File: src/rtl/muldiv_unit_pkg.sv
// rtl/muldiv_unit_pkg.sv - shared opcode constants and FSM state type for the M-extension unit
package muldiv_unit_pkg;

   localparam logic [2:0] MD_MUL    = 3'b000;
   localparam logic [2:0] MD_MULH   = 3'b001;
   localparam logic [2:0] MD_MULHSU = 3'b010;
   localparam logic [2:0] MD_MULHU  = 3'b011;
   localparam logic [2:0] MD_DIV    = 3'b100;
   localparam logic [2:0] MD_DIVU   = 3'b101;
   localparam logic [2:0] MD_REM    = 3'b110;
   localparam logic [2:0] MD_REMU   = 3'b111;

   typedef enum logic [1:0] {
      ST_IDLE = 2'd0,
      ST_CALC = 2'd1,
      ST_FIN  = 2'd2
   } state_e;

endpackage

File: src/rtl/muldiv_step.sv
// rtl/muldiv_step.sv - one radix-2 iteration: shift-add multiply or restoring divide
// acc_i holds {hi, lo}: product/multiplier for multiply, remainder/quotient for divide.
module muldiv_step #(
   parameter int XLEN = 32
) (
   input  logic              div_i,
   input  logic [2*XLEN-1:0] acc_i,
   input  logic [XLEN-1:0]   b_i,
   output logic [2*XLEN-1:0] acc_o
);

   logic [XLEN:0] add_d;
   logic [XLEN:0] diff_d;

   always_comb begin
      add_d  = {1'b0, acc_i[2*XLEN-1:XLEN]} + (acc_i[0] ? {1'b0, b_i} : {(XLEN+1){1'b0}});
      // Trial subtract on the partial remainder after its left shift.
      diff_d = acc_i[2*XLEN-1:XLEN-1] - {1'b0, b_i};
      if (div_i) begin
         if (diff_d[XLEN])
            acc_o = {acc_i[2*XLEN-2:0], 1'b0};
         else
            acc_o = {diff_d[XLEN-1:0], acc_i[XLEN-2:0], 1'b1};
      end else begin
         acc_o = {add_d, acc_i[XLEN-1:1]};
      end
   end

endmodule

File: src/rtl/muldiv_unit.sv
// rtl/muldiv_unit.sv - iterative RV32M multiply/divide unit with START/BUSY/DONE handshake and flush
// FAST_MUL_EN: when defined, multiplies bypass CALC through a single-cycle multiplier.
module muldiv_unit
   import muldiv_unit_pkg::*;
#(
   parameter int XLEN = 32
) (
   input  logic            clk_i,
   input  logic            reset_i,
   input  logic            start_i,
   input  logic [2:0]      func3_i,
   input  logic [XLEN-1:0] operand1_i,
   input  logic [XLEN-1:0] operand2_i,
   input  logic            flush_i,
   output logic            busy_o,
   output logic            done_o,
   output logic [XLEN-1:0] result_o
);

   localparam int W2 = 2 * XLEN;
   localparam int CW = $clog2(XLEN);
   localparam logic [CW-1:0] CNT_LAST = CW'(XLEN - 1);

   state_e            state_q;
   logic [CW-1:0]     cnt_q;
   logic [2:0]        func3_q;
   logic              neg_q;
   logic [W2-1:0]     acc_q;
   logic [XLEN-1:0]   b_q;
   logic              done_q;
   logic [XLEN-1:0]   result_q;

   logic              sgn1_en, sgn2_en, sgn1, sgn2;
   logic [XLEN-1:0]   mag1, mag2, spec_val;
   logic              div_op, rem_op, div_zero, div_ovf;
   logic              neg_d, direct_d, direct_neg_d;
   logic [W2-1:0]     direct_acc_d, step_d, full_d;
   logic [XLEN-1:0]   half_d, result_d;
   logic              lo_sel;

   muldiv_step #(.XLEN(XLEN)) u_step (
      .div_i (func3_q[2]),
      .acc_i (acc_q),
      .b_i   (b_q),
      .acc_o (step_d)
   );

   always_comb begin
      sgn1_en = 1'b0;
      sgn2_en = 1'b0;
      case (func3_i)
         MD_MUL, MD_MULH, MD_DIV, MD_REM: begin
            sgn1_en = 1'b1;
            sgn2_en = 1'b1;
         end
         MD_MULHSU: sgn1_en = 1'b1;
         MD_MULHU, MD_DIVU, MD_REMU: begin
            sgn1_en = 1'b0;
         end
         default: sgn1_en = 1'b0;
      endcase
      sgn1     = sgn1_en & operand1_i[XLEN-1];
      sgn2     = sgn2_en & operand2_i[XLEN-1];
      mag1     = sgn1 ? -operand1_i : operand1_i;
      mag2     = sgn2 ? -operand2_i : operand2_i;
      div_op   = func3_i[2];
      rem_op   = func3_i[1];
      div_zero = div_op && (operand2_i == '0);
      div_ovf  = sgn1_en && div_op && (operand1_i == {1'b1, {(XLEN-1){1'b0}}})
                 && (operand2_i == '1);
      // Remainder takes the dividend's sign; everything else takes sign1 ^ sign2.
      neg_d    = (div_op && rem_op) ? sgn1 : (sgn1 ^ sgn2);
      if (div_zero)
         spec_val = rem_op ? operand1_i : '1;
      else
         spec_val = rem_op ? '0 : operand1_i;
      direct_d     = div_zero | div_ovf;
      direct_acc_d = {spec_val, spec_val};
      direct_neg_d = 1'b0;
`ifdef FAST_MUL_EN
      if (!div_op) begin
         direct_d     = 1'b1;
         direct_acc_d = W2'(mag1) * W2'(mag2);
         direct_neg_d = neg_d;
      end
`endif
   end

   always_comb begin
      full_d = neg_q ? -acc_q : acc_q;
      lo_sel = (func3_q == MD_MUL) || (func3_q == MD_DIV) || (func3_q == MD_DIVU);
      half_d = lo_sel ? acc_q[XLEN-1:0] : acc_q[W2-1:XLEN];
      if (func3_q[2])
         result_d = neg_q ? -half_d : half_d;
      else
         result_d = lo_sel ? full_d[XLEN-1:0] : full_d[W2-1:XLEN];
   end

   always_ff @(posedge clk_i) begin
      if (reset_i) begin
         state_q  <= ST_IDLE;
         cnt_q    <= '0;
         func3_q  <= '0;
         neg_q    <= 1'b0;
         acc_q    <= '0;
         b_q      <= '0;
         done_q   <= 1'b0;
         result_q <= '0;
      end else begin
         done_q <= 1'b0;
         case (state_q)
            ST_IDLE: begin
               if (start_i && !flush_i) begin
                  func3_q <= func3_i;
                  cnt_q   <= '0;
                  if (direct_d) begin
                     acc_q   <= direct_acc_d;
                     neg_q   <= direct_neg_d;
                     state_q <= ST_FIN;
                  end else begin
                     // Multiply iterates over the multiplier; divide shifts in the dividend.
                     acc_q   <= {{XLEN{1'b0}}, div_op ? mag1 : mag2};
                     b_q     <= div_op ? mag2 : mag1;
                     neg_q   <= neg_d;
                     state_q <= ST_CALC;
                  end
               end
            end
            ST_CALC: begin
               if (flush_i) begin
                  state_q <= ST_IDLE;
                  cnt_q   <= '0;
               end else begin
                  acc_q <= step_d;
                  if (cnt_q == CNT_LAST) begin
                     cnt_q   <= '0;
                     state_q <= ST_FIN;
                  end else begin
                     cnt_q <= cnt_q + 1'b1;
                  end
               end
            end
            ST_FIN: begin
               state_q <= ST_IDLE;
               if (!flush_i) begin
                  result_q <= result_d;
                  done_q   <= 1'b1;
               end
            end
            default: state_q <= ST_IDLE;
         endcase
      end
   end

   assign busy_o   = (state_q != ST_IDLE);
   assign done_o   = done_q;
   assign result_o = result_q;

endmodule

File: config.mk
export PLATFORM = sky130hd
export DESIGN_NAME = muldiv_unit
export DESIGN_NICKNAME = d
export VERILOG_FILES = /design/src/rtl/muldiv_unit_pkg.sv /design/src/rtl/muldiv_step.sv /design/src/rtl/muldiv_unit.sv
export SDC_FILE = /design/constraint.sdc
export NUM_CORES = 1
export LEC_CHECK = 0
export CAP_MARGIN = 5
export CORE_UTILIZATION = 62
export DETAILED_ROUTE_END_ITERATION = 12
export PLACE_DENSITY_LB_ADDON = 0.25
export SLEW_MARGIN = 20
export SYNTH_ARGS = -nofsm -noshare
export SYNTH_HDL_FRONTEND = slang
export SYNTH_SLANG_ARGS = --single-unit
File: constraint.sdc
create_clock -name clk_i -period 5.1 [get_ports clk_i]
set_clock_uncertainty 0.1 [all_clocks]
set_input_delay 1.02 -clock clk_i [delete_from_list [all_inputs] [get_ports clk_i]]
set_output_delay 1.02 -clock clk_i [all_outputs]
set_load 0.01 [all_outputs]
## After elaboration in Yosys (flattened, before gate mapping)

Index checks and enable logic that the tools add are counted.
W data, S select, Z words.

- Flip-flop bits (word level): 140
- Bits of input ports: 71
- Output and inout port bits: 34
- Word-level logic and storage cells: 97

- Bitwise operators: 7
- $add $sub $neg: 7
- Reduce and logical (&&, ||, !) cells: 25
- Mux-type cells: 33
- Equality and inequality tests: 17

Operator list:

| kind | count |
|---|---|
| $mux W32 | 12 |
| $mux W64 | 6 |
| $pmux W64 S2 | 1 |
| $neg A32 Y32 | 3 |
| $eq A32 B32 Y1 const B | 2 |
| $neg A64 Y64 | 1 |
| $add A32 B33 Y33 | 1 |
| $sub A33 B32 Y33 | 1 |
| $logic_not A32 Y1 | 1 |
| $eq A3 B3 Y1 const B | 6 |
| $mux W5 | 3 |
| $pmux W5 S2 | 1 |
| $mux W2 | 4 |
| $reduce_and A2 Y1 | 4 |
| $eq A3 B2 Y1 const B | 2 |
| $logic_and A1 B1 Y1 | 6 |
| $logic_not A3 Y1 | 2 |
| $reduce_and A3 Y1 | 2 |
| $add A5 B1 Y5 const B | 1 |
| $eq A5 B5 Y1 const B | 1 |
| $reduce_or A5 Y1 | 1 |
| $mux W1 | 4 |
| $ne A2 B2 Y1 const B | 2 |
| $pmux W2 S2 | 1 |
| 16 further kinds | 21 |

## Depth between registers and ports, before layout

- Depth in word-level cells: 10
- Gate-level depth with buffers: 16
- Gate-level depth less buffers: 12

## Hierarchy

Synthesis repeated with hierarchy kept, for this count alone.

- Cells, all modules: 2407
- Area, all modules: 16851.2 µm²

By module, submodules not included:

| module | times used | area each (µm²) | cells an instance | seq. area each (µm²) |
|---|---|---|---|---|
| muldiv_unit | 1 | 12030.3 | 1719 | 2802.7 |
| muldiv_step | 1 | 4820.9 | 688 | 0.0 |

## Worst setup path before layout

OpenSTA, ideal clock, no wires.

- Path type: input-to-reg
- Start: input port operand1_i[9]
- End: register b_q[15]
- Required time: 4.872 ns
- Path buffers: 2
- Path slack: 0.862 ns
- Library setup time: 0.128 ns
- Stages on the path: 10
- Arrival: 4.010 ns
- Cell sequence: or4_1 nor4_1 nand3_1 nor4_1 nor2_1 nand2_1 clkbuf_1 clkbuf_1 mux2i_1 nor2_1

- Cells in the longest elaborated chain, start to end: 6
- Elaborated cells on any way between the ends: 9
- Those cells by class: add/sub (1); eq/ne (1); mux (2); bitwise (2); reduce/logical (3)

Ends and longest elaborated chain:

| item | RTL line | text |
|---|---|---|
| start, declared | muldiv_unit.sv:12 | `input logic [XLEN-1:0] operand1_i,` |
| parallel branches: the longest is 6 deep, another holds $neg A32 Y32 | n/a |  |
| end signal, assigned | muldiv_unit.sv:123 | `b_q <= div_op ? mag2 : mag1;` |
| end, declared | muldiv_unit.sv:29 | `logic [XLEN-1:0] b_q;` |

Parallel ways; which one is timed is not known.
A chain may end at the register's enable or synchronous reset.

## Worst setup path in the final report

- Start: input port operand1_i[17]
- End: register acc_q[60]

- Cells in the longest elaborated chain, start to end: 7

Ends and longest elaborated chain:

| item | RTL line | text |
|---|---|---|
| $eq A32 B32 Y1 | muldiv_unit.sv:69 | `div_ovf = sgn1_en && div_op && (operand1_i == {1'b1, {(XLEN-1){1'b0}}})` |
| $logic_and A1 B1 Y1 | muldiv_unit.sv:69 |  |
| $logic_and A1 B1 Y1 | muldiv_unit.sv:70 | `&& (operand2_i == '1);` |
| $or A1 B1 Y1 | muldiv_unit.sv:77 | `direct_d = div_zero \| div_ovf;` |
| $mux W64 | muldiv_unit.sv:116 | `if (direct_d) begin` |
| $mux W64 | muldiv_unit.sv:113 | `if (start_i && !flush_i) begin` |
| $pmux W64 S2 | muldiv_unit.sv:111 | `case (state_q)` |
| end signal, assigned | muldiv_unit.sv:117 | `acc_q <= direct_acc_d;` |
| end signal, assigned | muldiv_unit.sv:122 | `acc_q <= {{XLEN{1'b0}}, div_op ? mag1 : mag2};` |
| end signal, assigned | muldiv_unit.sv:134 | `acc_q <= step_d;` |
| end, declared | muldiv_unit.sv:28 | `logic [W2-1:0] acc_q;` |

No other way between the ends. The select of a mux whose other input is x is not followed.

==> results.toml <==
[global_routing]
grt_pass1_vias = 17562
track_usage = 0.492
antenna_found_initial = 1
grt_overflow = 0
grt_max_degree = 75
grt_first_pass_wirelength_mm = 100

[placed_design]
dp_worst_setup_slack_ns = 0.313
dp_hpwl_mm = 49.9
portBuffers = 104
gp_congestion = 1.09

[route]
drt-pass1-iter-count = 9
via_count = 19389
drt_iter0_markers = 3232
wl_per_cell_um = 24.7
drtAntennaViolNets = 0
totalWireLength_mm = 66.4
drc = 0
routed_via_density = 7.20

[cells_and_area]
syn2layout_area_growth_pct = 11.5
nFillCells = 2163
final_common_cell = "nor2_1"
finalNetCount = 2493
num_antenna_cells = 0
drive_above_1_share = 0.0728
final_cell_mix = "nor2_1 (270), a21oi_1 (244), nand2_1 (225), o21ai_0 (160), dfxtp_1 (138)"
fin_util = 0.707

[logic_synthesis]
synth.top_cell.area_share = 0.175
synth_seq_area_share = 0.175
synth_top_family_by_area = "compound AO/OA/AOI/OAI gates"
postSynthAreaPerCell_sq_um = 6.84
synthAdderAreaFrac = 0.0578
synthMuxAreaShare = 0.0588
yosys.area.top_type = "dfxtp_1"
synth_edf_count = 0
syn_inst = 2349
synth.area.top_cells = "dfxtp_1 (17%), a21oi_1 (7.6%), nor2_1 (6.4%)"
synthSimpleGateAreaFrac = 0.251
syn_area_sq_um = 16100
ys_ff_latch = 140
yosysWarnings = 0
synth_cell_types = 78
synth-xor-area-share = 0.0796
synth_compound_area_frac = 0.317
synth_flop_cell = "dfxtp_1"
synth_async_sr_flop_share = 0
synth_nets = 2493

[clock_tree]
clk_pin_slew_ns = 0.08
cts_root_buf = "clkbuf_16"
insertion_delay_ns = 0.47
cts_resized = 0
cts_max_level = 4
cts_made_buffers = 17
post-cts-setup-buffers = 0
clk_path_buf_depth = 2
postCtsHoldBufs = 0
cts.sinks = 140
cts_tree = "yes"

[floorplan]
design.die.area_sq_um = 26500
rows = 58
io_pins = 105
die_y_um = 163
die_x_um = 163
core_sq_um = 25300
start_util = 0.634

[setup_path]
critPathMaxStageDelay_ns = 0.67
crit_arrival_ns = 4.80
worst-path-buf-inv = 2
cp_slowest_cell = "or4_1"
path_common_cell = "nor4_1"
cp-end-kind = "flip-flop"
worstSetupPathType = "in -> reg"
crit_chain = "clkdlybuf4s50_1 > or4_1 > nor4_1 > nand3_1 > nor4_1 > buf_4 > a21o_1 > o21ai_0 > a2111oi_0 > o31ai_1 > a41oi_1"
path_max_fanout = 9
crit_path_start_kind = "primary input"
critPathTopFamily = "simple AND/OR/NAND/NOR gates"
required_ns = 5.37

[sta]
tightest_slew_ns = 0.890
rsz0062_at_grt = "no"
slew_headroom = 0.406
period_share = 0.888
fmaxAchievable_ghz = 0.221
finalSetupTns_ns = 0
slew_viol_final = 0
finalSetupViolCount = 0
setup_ws_ns = 0.573
hold_viol_final = 0
fin_crit_ns = 4.53

[power_and_ir_drop]
p_leak_nw = 6.73
power_density_nw_per_um2 = 258
ir_drop_mv = 0.359

[worst_hold_path]
worstHoldPathType = "reg -> reg"

[run_status]
run_status = "finished, final reports clean"

[flow_run]
drv_cap = 0
cells in the mapped netlist (all sizes together), types with 11 or more instances:
| master | instances |
|---|---|
| and2 | 18 |
| nand4 | 19 |
| a21oi | 244 |
| or3 | 32 |
| nand2 | 226 |
| inv | 65 |
| o211ai | 39 |
| or2 | 25 |
| o21a | 13 |
| o21ai | 163 |
| a311oi | 21 |
| dfxtp | 140 |
| o31ai | 32 |
| mux2i | 64 |
| a31oi | 34 |
| clkbuf | 162 |
| mux2 | 27 |
| o41ai | 12 |
| nand2b | 20 |
| nor4 | 25 |
| nand3 | 46 |
| and3 | 21 |
| a2111oi | 18 |
| xnor2 | 82 |
| xor2 | 64 |
| o21bai | 12 |
| nor2b | 16 |
| ha | 71 |
| a211o | 12 |
| a21o | 28 |
| a211oi | 55 |
| a221oi | 14 |
| or4 | 27 |
| o22ai | 11 |
| buf | 25 |
| nor2 | 273 |
| nor3 | 80 |
worst register-to-register path, stage by stage (launching register included):
cell	delay (ns)
dfxtp_1	0.38
or4_1	0.71
or4_1	0.72
or3_1	0.54
or4_1	0.74
o21ai_0	0.26
xor2_1	0.09
a221oi_1	0.29
a21oi_1	0.07
a311oi_1	0.29
through the flow:
step | hold slack [ns] | cell area [sq um] | instances | total power, W
after floorplan | 0.332 | 16100 | 2349 | 0.00261
after global placement | 0.334 | 17300 | 2660 | 0.00317
after detailed placement | 0.350 | 17300 | 2660 | 0.00322
after CTS | 0.361 | 17900 | 2692 | 0.00450
after global routing | 0.374 | 17900 | 2692 | 0.00477
final | 0.357 | 17900 | 2692 | 0.00462
sequential cells by signal, summed over array words and instances, names as in the netlist:
register	count
acc_q	64
b_q	32
cnt_q	5
done_o	1
func3_q	3
neg_q	1
result_o	32
state_q	2
per-layer routing:
layer,vias up,routed length (um),GRT usage
met2,1609,26500,0.712
met1,8801,25700,0.655
li1,8669,-,-
met4,2,4170,0.264
met5,-,13,0
met3,308,10000,0.141
final timing paths:
check,startpoint,endpoint,slack [ns],depth (start not counted)
min reg2reg,result_o[0],result_o[0],0.36,2
max reg2reg,acc_q[0],result_o[25],0.82,9
min,result_o[0],result_o[0],0.36,2
max,operand1_i[17],acc_q[60],0.57,11
kinds of logic after synthesis:
family / count (synthesis)
compound gates: 792
xor+xnor: 146
fa+ha+maj: 73
buf+inv: 254
flops: 140
mux: 91
simple gates: 853
power breakdown:
part	switching, W	internal (W)	total, W
clock network	0.000622	0.000690	0.00131
registers	0.000137	0.00115	0.00129
logic	0.00127	0.000755	0.00202
cell type report:
class / instances / area (sq um) / area share
clock buffers: 17 / 425 / 0.0237
flip-flops and latches: 140 / 2810 / 0.157
inverters: 67 / 251 / 0.0140
multi-input cells: 1955 / 12300 / 0.688
well taps: 330 / 413 / 0.0231
clock inverters: 15 / 155 / 0.00866
repair buffers: 168 / 1540 / 0.0859
(Power assumes the default switching activity.)
